--- config.mk ---
export PLATFORM = sky130hd
export DESIGN_NAME = framebuffer_writer
export DESIGN_NICKNAME = d
export VERILOG_FILES = /design/src/rtl/framebuffer_writer_pkg.sv /design/src/rtl/framebuffer_writer_pixel_addr_calc.sv /design/src/rtl/framebuffer_writer.sv
export SDC_FILE = /design/constraint.sdc
export NUM_CORES = 1
export LEC_CHECK = 0
export CORE_ASPECT_RATIO = 1.4
export CORE_MARGIN = 4
export CORE_UTILIZATION = 58
export CTS_BUF_LIST = sky130_fd_sc_hd__clkbuf_4
export CTS_CLUSTER_DIAMETER = 30
export DETAILED_ROUTE_END_ITERATION = 6
export HOLD_SLACK_MARGIN = 0.08
export PLACE_DENSITY = 0.92
export SETUP_SLACK_MARGIN = 0.3
export SLEW_MARGIN = 0
export SYNTH_ARGS = -nofsm -noshare
export SYNTH_HDL_FRONTEND = slang
export SYNTH_SLANG_ARGS = --single-unit
--- constraint.sdc ---
create_clock -name clock -period 5.65 [get_ports clock]
set_input_delay 0.565 -clock clock [delete_from_list [all_inputs] [get_ports clock]]
set_output_delay 0.565 -clock clock [all_outputs]
set_load 0.01 [all_outputs]
--- src/rtl/framebuffer_writer_pkg.sv ---
// Shared framebuffer geometry, FSM state type and pixel address helper.
// Latency: n/a (constants, types and a pure function only).
// Backpressure: n/a.
package framebuffer_writer_pkg;

   localparam int SCREEN_W  = 160;
   localparam int SCREEN_H  = 120;
   localparam int FB_DEPTH  = SCREEN_W * SCREEN_H;
   localparam int FB_ADDR_W = 15;
   localparam int COLOUR_W  = 3;

   typedef enum logic [1:0] {
      ST_IDLE,
      ST_DRAIN,
      ST_CLEAR,
      ST_DONE
   } fbw_state_t;

   // x + 160*y as shift-add; 15 bits holds even the largest out-of-range sum.
   function automatic logic [FB_ADDR_W-1:0] pixel_addr(input logic [7:0] x, input logic [6:0] y);
      return FB_ADDR_W'(x) + (FB_ADDR_W'(y) << 7) + (FB_ADDR_W'(y) << 5);
   endfunction

endpackage

--- src/rtl/framebuffer_writer_pixel_addr_calc.sv ---
// Registers a pixel (x, y, colour) and presents its linear address and on-screen flag.
// Latency: 1 cycle from in_vld to out_vld; address is combinational from the registered x,y.
// Backpressure: none; accepts one pixel every cycle, caller gates in_vld.
module framebuffer_writer_pixel_addr_calc #(
   parameter int WIDTH    = framebuffer_writer_pkg::SCREEN_W,
   parameter int HEIGHT   = framebuffer_writer_pkg::SCREEN_H,
   parameter int ADDR_W   = framebuffer_writer_pkg::FB_ADDR_W,
   parameter int COLOUR_W = framebuffer_writer_pkg::COLOUR_W
) (
   input  logic                clock,
   input  logic                reset,
   input  logic                in_vld,
   input  logic [7:0]          x,
   input  logic [6:0]          y,
   input  logic [COLOUR_W-1:0] colour,
   output logic                out_vld,
   output logic [ADDR_W-1:0]   out_addr,
   output logic [COLOUR_W-1:0] out_colour,
   output logic                out_in_range
);
   import framebuffer_writer_pkg::*;

   localparam logic [7:0] X_LIM = 8'(WIDTH);
   localparam logic [6:0] Y_LIM = 7'(HEIGHT);

   logic [7:0] x_q;
   logic [6:0] y_q;

   // Stage 1 capture: coordinates, colour and the clip decision for the pixel.
   always_ff @(posedge clock or posedge reset) begin
      if (reset) begin
         out_vld      <= 1'b0;
         x_q          <= '0;
         y_q          <= '0;
         out_colour   <= '0;
         out_in_range <= 1'b0;
      end else begin
         out_vld <= in_vld;
         if (in_vld) begin
            x_q          <= x;
            y_q          <= y;
            out_colour   <= colour;
            out_in_range <= (x < X_LIM) && (y < Y_LIM);
         end
      end
   end

   assign out_addr = ADDR_W'(pixel_addr(x_q, y_q));

endmodule

--- src/rtl/framebuffer_writer.sv ---
// Commits plotted pixels to the framebuffer RAM write port and runs a clear-screen sweep.
// Latency: accepted plot -> fb_wren 2 cycles later; clear takes 2 drain + 19200 write + 1 done cycles.
// Backpressure: ready drops whenever clear is requested or a clear is in progress.
module framebuffer_writer #(
   parameter int WIDTH    = framebuffer_writer_pkg::SCREEN_W,
   parameter int HEIGHT   = framebuffer_writer_pkg::SCREEN_H,
   parameter int ADDR_W   = framebuffer_writer_pkg::FB_ADDR_W,
   parameter int COLOUR_W = framebuffer_writer_pkg::COLOUR_W
) (
   input  logic                clock,
   input  logic                reset,
   input  logic                plot,
   input  logic [7:0]          vga_x,
   input  logic [6:0]          vga_y,
   input  logic [COLOUR_W-1:0] colour,
   output logic                ready,
   input  logic                clear,
   input  logic [COLOUR_W-1:0] clear_colour,
   output logic                done,
   output logic                busy,
   output logic [ADDR_W-1:0]   fb_address,
   output logic [COLOUR_W-1:0] fb_data,
   output logic                fb_wren,
   output logic [7:0]          clip_count
);
   import framebuffer_writer_pkg::*;

   localparam logic [ADDR_W-1:0] LAST_ADDR = ADDR_W'(WIDTH * HEIGHT - 1);

   fbw_state_t          state, state_nxt;
   logic                drain_cnt, drain_cnt_nxt;
   logic [COLOUR_W-1:0] clr_colour_q, clr_colour_nxt;
   logic                accept;

   logic                s1_vld;
   logic [ADDR_W-1:0]   s1_addr;
   logic [COLOUR_W-1:0] s1_colour;
   logic                s1_in_range;

   logic [ADDR_W-1:0]   addr_nxt;
   logic [COLOUR_W-1:0] data_nxt;
   logic                wren_nxt;

   framebuffer_writer_pixel_addr_calc #(
      .WIDTH    (WIDTH),
      .HEIGHT   (HEIGHT),
      .ADDR_W   (ADDR_W),
      .COLOUR_W (COLOUR_W)
   ) u_addr_calc (
      .clock        (clock),
      .reset        (reset),
      .in_vld       (accept),
      .x            (vga_x),
      .y            (vga_y),
      .colour       (colour),
      .out_vld      (s1_vld),
      .out_addr     (s1_addr),
      .out_colour   (s1_colour),
      .out_in_range (s1_in_range)
   );

   // Next state, handshake outputs and next write-port values; fb_address doubles as the sweep counter.
   always_comb begin
      state_nxt      = state;
      drain_cnt_nxt  = drain_cnt;
      clr_colour_nxt = clr_colour_q;
      addr_nxt       = fb_address;
      data_nxt       = fb_data;
      wren_nxt       = 1'b0;
      ready          = (state == ST_IDLE) && !clear;
      accept         = plot && ready;
      busy           = (state != ST_IDLE);
      done           = (state == ST_DONE);

      // Plot pipeline stage 2: only on-screen pixels raise the write enable.
      if (s1_vld) begin
         addr_nxt = s1_addr;
         data_nxt = s1_colour;
         wren_nxt = s1_in_range;
      end

      case (state)
         ST_IDLE: begin
            if (clear) begin
               state_nxt      = ST_DRAIN;
               drain_cnt_nxt  = 1'b0;
               clr_colour_nxt = clear_colour;
            end
         end
         ST_DRAIN: begin
            // Two cycles let the last accepted plot reach the RAM before the sweep starts.
            if (drain_cnt) begin
               state_nxt = ST_CLEAR;
               addr_nxt  = '0;
               data_nxt  = clr_colour_q;
               wren_nxt  = 1'b1;
            end else begin
               drain_cnt_nxt = 1'b1;
            end
         end
         ST_CLEAR: begin
            if (fb_address == LAST_ADDR) begin
               state_nxt = ST_DONE;
               wren_nxt  = 1'b0;
            end else begin
               addr_nxt = fb_address + ADDR_W'(1);
               data_nxt = clr_colour_q;
               wren_nxt = 1'b1;
            end
         end
         ST_DONE: begin
            state_nxt = ST_IDLE;
         end
         default: begin
            state_nxt = ST_IDLE;
         end
      endcase
   end

   // FSM state, drain counter and captured fill colour.
   always_ff @(posedge clock or posedge reset) begin
      if (reset) begin
         state        <= ST_IDLE;
         drain_cnt    <= 1'b0;
         clr_colour_q <= '0;
      end else begin
         state        <= state_nxt;
         drain_cnt    <= drain_cnt_nxt;
         clr_colour_q <= clr_colour_nxt;
      end
   end

   // Registered RAM write port.
   always_ff @(posedge clock or posedge reset) begin
      if (reset) begin
         fb_address <= '0;
         fb_data    <= '0;
         fb_wren    <= 1'b0;
      end else begin
         fb_address <= addr_nxt;
         fb_data    <= data_nxt;
         fb_wren    <= wren_nxt;
      end
   end

   // Saturating count of accepted plots that fell off-screen.
   always_ff @(posedge clock or posedge reset) begin
      if (reset) begin
         clip_count <= '0;
      end else if (s1_vld && !s1_in_range && (clip_count != 8'hFF)) begin
         clip_count <= clip_count + 8'd1;
      end
   end

endmodule

==> impl_metrics.json, run 1 <==
{
  "drt_iter0_drc": 211,
  "ys_seq_elements": 53,
  "netlist.area_leader.share_pct": 44.3,
  "grt_pass1_wl_um": 11100,
  "vdd_drop_max_uv": 220,
  "drive_gt1_share_pct": 11.8,
  "synth.area.top_cells": "dfrtp_1, ha_1, mux2_2, xnor2_1, o21ai_0",
  "die-area_sq_um": 6400,
  "rows": 30,
  "antenna_left": 0,
  "grt_max_degree": 54,
  "p_per_area_nw_per_um2": 171,
  "power.leakage_nw": 1.71,
  "routed_wl_um": 6770,
  "avgSynthCellArea_sq_um": 10.9,
  "cp.arrival_ps": 2960,
  "fin_cells": 394,
  "postCtsHoldBufs": 0,
  "first_global_vias": 2334,
  "cts_buffers": 5,
  "first_pass_iters": 5,
  "routedWlPerCell_um": 17.2,
  "clock_skew_ps": 17.5,
  "io_buffers": 54,
  "r2r.worst_path.cells": 8,
  "grt_overflow": 0,
  "grt_usage_pct": 23.2,
  "gp_congestion": 0.875,
  "yosys_warnings": 0,
  "num_io_pins": 55,
  "required_ps": 5920,
  "vias": 2365,
  "clkLatencyLatePin_ps": 390,
  "worst_slew_pin_slew_ps": 1070,
  "fin_tns_setup_ps": 0,
  "synth_nets": 322,
  "cap_violations": 0,
  "htreeDepth": 2,
  "worstPathMaxFanout": 3,
  "synthCells": 275,
  "start_util_pct": 60.9,
  "hold_depth": 1,
  "nNetsFinal": 376,
  "period_needed_ps": 2690,
  "die_w_um": 68.8,
  "area_growth_syn_to_layout_pct": 22.0,
  "cts_tree": "yes",
  "r2r_setup_slack_ps": 2960,
  "r2r-start": "u_addr_calc.y_q[0]",
  "min_from": "clip_count[6]",
  "coreArea_sq_um": 4920,
  "start_kind": "flip-flop",
  "status": "completed",
  "cts-resized-gates": 0,
  "regToRegEndpoint": "fb_address[14]",
  "cts_sinks": 53,
  "ys_seq_area_share_pct": 44.3,
  "path_class": "flip-flop to flip-flop",
  "dp_cells": 386,
  "die-height_um": 93.0,
  "hp-class": "flip-flop to flip-flop",
  "fmax_mhz": 372,
  "yosysTopAreaCell": "dfrtp_1",
  "max-slew-margin-rel_pct": 28.3,
  "dpl.hpwl_um": 5220,
  "diodes": 0,
  "final_util_pct": 74.4,
  "crit_path_end_kind": "flip-flop",
  "synthFlopType": "dfrtp_1",
  "ys_types": 50,
  "viasPerCell": 6.00,
  "fin_crit_sh_pct": 47.5,
  "drc": 0,
  "cts_setup_buffers": 0,
  "clk_path_buf_depth": 2,
  "finalHoldViolCount": 0,
  "synth_edf_count": 0,
  "finalPower_mw": 0.624,
  "syn_area_sq_um": 3000,
  "worstHoldEndpoint": "clip_count[6]",
  "clkTransAtPathRegs_ps": 160,
  "root_buffer": "clkbuf_4",
  "grt_setup_unrepaired": "false",
  "antenna_found_initial": 0,
  "async_flop_share_pct": 100,
  "setup_violations": 0,
  "report.final.slew_viol_count": 0
}
==> flip-flops by register name, summed over array words and instances (netlist names), 2 cells and up <==
| signal | count |
|---|---|
| fb_address | 15 |
| clip_count | 8 |
| u_addr_calc.x_q | 8 |
| u_addr_calc.y_q | 7 |
| clr_colour_q | 3 |
| fb_data | 3 |
| u_addr_calc.out_colour | 3 |
| state | 2 |
==> Yosys cell counts, types with 2 or more instances <==
cell,number
nand2_1,22
clkbuf_1,3
a31oi_1,2
xor2_1,6
fa_1,2
nor2b_1,2
nand4_1,10
nor3b_1,2
and2_1,3
mux2_2,22
nand3_1,7
o311ai_1,5
o21bai_1,2
o21ai_1,5
a221o_1,2
o22ai_1,4
mux2i_1,7
o21ai_0,17
dfrtp_1,53
xnor2_1,11
ha_1,20
and3_1,4
nor2_8,2
buf_6,2
nand2b_1,3
a21oi_1,6
inv_1,9
a21o_1,2
a211oi_1,3
nor2_1,14
nor3_1,4
==> worst max path at each step <==
stage                            start              to  slack (ps)  cells past startpoint
floorplan           u_addr_calc.y_q[0]  fb_address[14]        3210                      8
global placement         fb_address[8]   fb_address[4]        3120                      6
detailed placement  u_addr_calc.y_q[0]  fb_address[14]        3000                      8
CTS                 u_addr_calc.y_q[0]  fb_address[14]        2950                      8
global route        u_addr_calc.y_q[0]  fb_address[14]        2790                      8
finish              u_addr_calc.y_q[0]  fb_address[14]        2960                      8
==> cell type report <==
type	count	area, sq um
Timing Repair Buffer	54	541
Tap cell	64	80.1
Clock buffer	5	37.5
Fill cell	334	1260
Inverter	9	33.8
Sequential cell	53	1330
Multi-Input combinational cell	206	1590
Clock inverter	3	43.8
==> power breakdown <==
part	leakage, nW	internal (mW)	switching [mW]
clock network	0.0456	0.0942	0.125
registers	0.702	0.379	0
logic	0.964	0.0150	0.0104
==> worst max-delay path, stage by stage, from the launching register on <==
cell	delay (ps)
dfrtp_1	440
fa_1	550
fa_1	510
a211oi_1	330
o21bai_1	120
a21oi_1	240
nor2b_1	80
nor3_1	190
o32ai_2	120
==> kinds of logic (layout without fill, tap and decap cells) <==
group,count (synthesis),after routing,synth area share (%)
buf+inv,16,71,2.55
mux,29,29,10.6
compound gates,59,59,13.6
fa+ha+maj,22,22,9.69
flops,53,53,44.3
simple gates,79,79,14.4
xor+xnor,17,17,4.97
==> placed cells by master (no fill, tap or decap), drive strengths merged, types with 3 or more instances in the layout <==
cell type	synthesis	final
a21oi	6	6
mux2i	7	7
clkdlybuf4s50	0	54
mux2	22	22
ha	20	20
and3	5	5
nand2b	3	3
nand4	10	10
nand3	7	7
nor3	4	4
o21ai	22	22
nand2	22	22
nor2	16	16
xor2	6	6
o311ai	5	5
clkbuf	3	5
and2	3	3
dfrtp	53	53
inv	9	10
a211oi	3	3
o22ai	5	5
xnor2	11	11
==> layer usage <==
metal | vias up | wire length, um | GRT usage, %
li1 | 1120 | - | -
met1 | 1128 | 2570 | 27.7
met2 | 90 | 3560 | 39.0
met3 | 27 | 347 | 4.69
met4 | 0 | 289 | 10.4
met5 | - | 0 | 0
==> stage by stage <==
step / setup slack [ps] / instance area [sq um] / hold WS [ps]
floorplan: 3210 / 3000 / 444
global placement: 3120 / 3570 / 479
detailed placement: 3000 / 3570 / 476
CTS: 2950 / 3660 / 505
global route: 2790 / 3660 / 538
finish: 2960 / 3660 / 500
(Power assumes the default switching activity.)
==> run 2: changes to the inputs <==
--- a/config.mk
+++ b/config.mk
@@ -7,12 +7,12 @@
 export LEC_CHECK = 0
 export CORE_ASPECT_RATIO = 1.4
 export CORE_MARGIN = 4
-export CORE_UTILIZATION = 58
+export CORE_UTILIZATION = 54
 export CTS_BUF_LIST = sky130_fd_sc_hd__clkbuf_4
 export CTS_CLUSTER_DIAMETER = 30
 export DETAILED_ROUTE_END_ITERATION = 6
 export HOLD_SLACK_MARGIN = 0.08
-export PLACE_DENSITY = 0.92
+export PLACE_DENSITY = 0.87
 export SETUP_SLACK_MARGIN = 0.3
 export SLEW_MARGIN = 0
 export SYNTH_ARGS = -nofsm -noshare
==> constraint.sdc (replaced) <==
create_clock -name clock -period 2.8 [get_ports clock]
set_input_delay 0.28 -clock clock [delete_from_list [all_inputs] [get_ports clock]]
set_output_delay 0.28 -clock clock [all_outputs]
set_load 0.01 [all_outputs]
==> run 2 against run 1 <==
  * Cell count increased by 2.3%
  * Non-clock buffer count increased by 7
  * Total power increased by 88%
  * Sequential power increased by 100%
  * Flip-flop and latch count unchanged
  * Clock power increased by 61%
  * Sequential share of layout area decreased by 0.60 points
==> impl_metrics.json, run 2 (same netlist as run 1, synthesis figures left out) <==
{
  "dpl.hpwl_um": 5140,
  "fin_tns_setup_ps": 0,
  "drc": 0,
  "worst_slew_pin_slew_ps": 871,
  "fin_crit_sh_pct": 86.8,
  "routed_wl_um": 6670,
  "r2r-start": "u_addr_calc.x_q[7]",
  "viasPerCell": 5.93,
  "rows": 31,
  "required_ps": 3070,
  "largest_reg_flops": 15,
  "cts_sinks": 53,
  "grt_pass1_wl_um": 10800,
  "antenna_left": 0,
  "status": "completed",
  "vias": 2388,
  "io_buffers": 54,
  "hp-class": "input pin to async pin",
  "postCtsHoldBufs": 0,
  "report.final.slew_viol_count": 0,
  "crit_path_end_kind": "flip-flop",
  "root_buffer": "clkbuf_4",
  "finalHoldViolCount": 0,
  "first_global_vias": 2371,
  "drive_gt1_share_pct": 16.0,
  "power.leakage_nw": 1.74,
  "cts_buffers": 5,
  "die-height_um": 96.1,
  "period_needed_ps": 2430,
  "timing.hold.ws_ps": 386,
  "p_per_area_nw_per_um2": 315,
  "diodes": 0,
  "fmax_mhz": 412,
  "coreArea_sq_um": 5280,
  "grt_setup_unrepaired": "true",
  "start_util_pct": 56.8,
  "grt_usage_pct": 20.0,
  "die_w_um": 71.0,
  "antenna_found_initial": 0,
  "grt_overflow": 0,
  "reg.largest.list": "fb_address: 15 flops, clip_count: 8 flops, u_addr_calc.x_q: 8 flops",
  "setup_violations": 0,
  "first_pass_iters": 4,
  "path_class": "flip-flop to flip-flop",
  "clkLatencyLatePin_ps": 380,
  "cts_tree": "yes",
  "clk_path_buf_depth": 2,
  "cp.arrival_ps": 2700,
  "max-slew-margin-rel_pct": 41.8,
  "gp_congestion": 0.912,
  "clkTransAtPathRegs_ps": 160,
  "routedWlPerCell_um": 16.5,
  "cap_violations": 0,
  "drt_iter0_drc": 177,
  "regMostFlops": "fb_address",
  "area_growth_syn_to_layout_pct": 24.1,
  "critPathLaunch": "u_addr_calc.x_q[7]",
  "htreeDepth": 2,
  "start_kind": "flip-flop",
  "final_cell_mix": "clkdlybuf4s50_1, dfrtp_1, mux2_2, nand2_1, ha_1",
  "clock_skew_ps": 12.3,
  "num_io_pins": 55,
  "nNetsFinal": 383,
  "grt_max_degree": 45,
  "vdd_drop_max_uv": 443,
  "die-area_sq_um": 6820,
  "mostFrequentLayoutCell": "clkdlybuf4s50_1",
  "worstPathMaxFanout": 3
}
## run 2: repair_timing
action / in CTS / in global routing
endpoints found under the setup margin: 10 / 12
resized for setup: 3 / 5
pin swaps: 0 / 2
setup buffers: 0 / 1
cloned: 0 / 0
## run 2: area by class of cell
class,count,area (sq um)
inverter,9,33.8
clock inverter,3,22.5
sequential,53,1330
tap,66,82.6
multi-input combinational,206,1620
fill,410,1560
timing repair buffer,61,593
clock buffer,5,37.5
## run 2: path summary, 6_finish.rpt
| path | slack [ps] | to | depth (start not counted) |
|---|---|---|---|
| worst max-delay path | 370 | fb_address[14] | 8 |
| worst min-delay path | 390 | fb_wren | 2 |
| worst max register to register | 370 | fb_address[14] | 8 |
| worst min register to register | 500 | clip_count[4] | 1 |
| max in group asynchronous | 1770 | fb_address[12] | 3 |
| min in group clock | 500 | clip_count[4] | 1 |
## run 2: through the flow
| step | setup slack (ps) | utilization [%] | instances | cell area [sq um] | power [mW] |
|---|---|---|---|---|---|
| 2_1_floorplan | 358 | - | 275 | 3000 | 0.793 |
| 3_3_place_gp | 267 | 68.7 | 394 | 3620 | 0.835 |
| 3_5_place_dp | 197 | 68.7 | 394 | 3620 | 0.834 |
| 4_1_cts | 244 | 70.0 | 402 | 3690 | 1.18 |
| 5_1_grt | 180 | 70.5 | 403 | 3720 | 1.22 |
| 6_report | 370 | 70.5 | 403 | 3720 | 1.17 |
## run 2: report_power, final
group          leakage, nW  internal, mW  total (mW)  switching, mW
Combinational         1.00        0.0320      0.0531         0.0211
Sequential           0.702         0.766       0.766              0
Clock               0.0352         0.100       0.352          0.251
## run 2: metal layers
layer / share of wire (%) / vias to the layer above / track usage (%)
li1: - / 1134 / -
met1: 40 / 1170 / 23.6
met2: 54 / 68 / 36.3
met3: 4.5 / 16 / 3.45
met4: 2.0 / 0 / 7.68
met5: 0 / - / 0
## run 2: critical path, cell delays in order (launching register included)
cell	delay, ps
dfrtp_1	420
fa_1	540
fa_2	440
a211oi_2	260
o21bai_1	130
a21oi_2	190
nor2b_1	60
nor3_1	180
o32ai_2	120
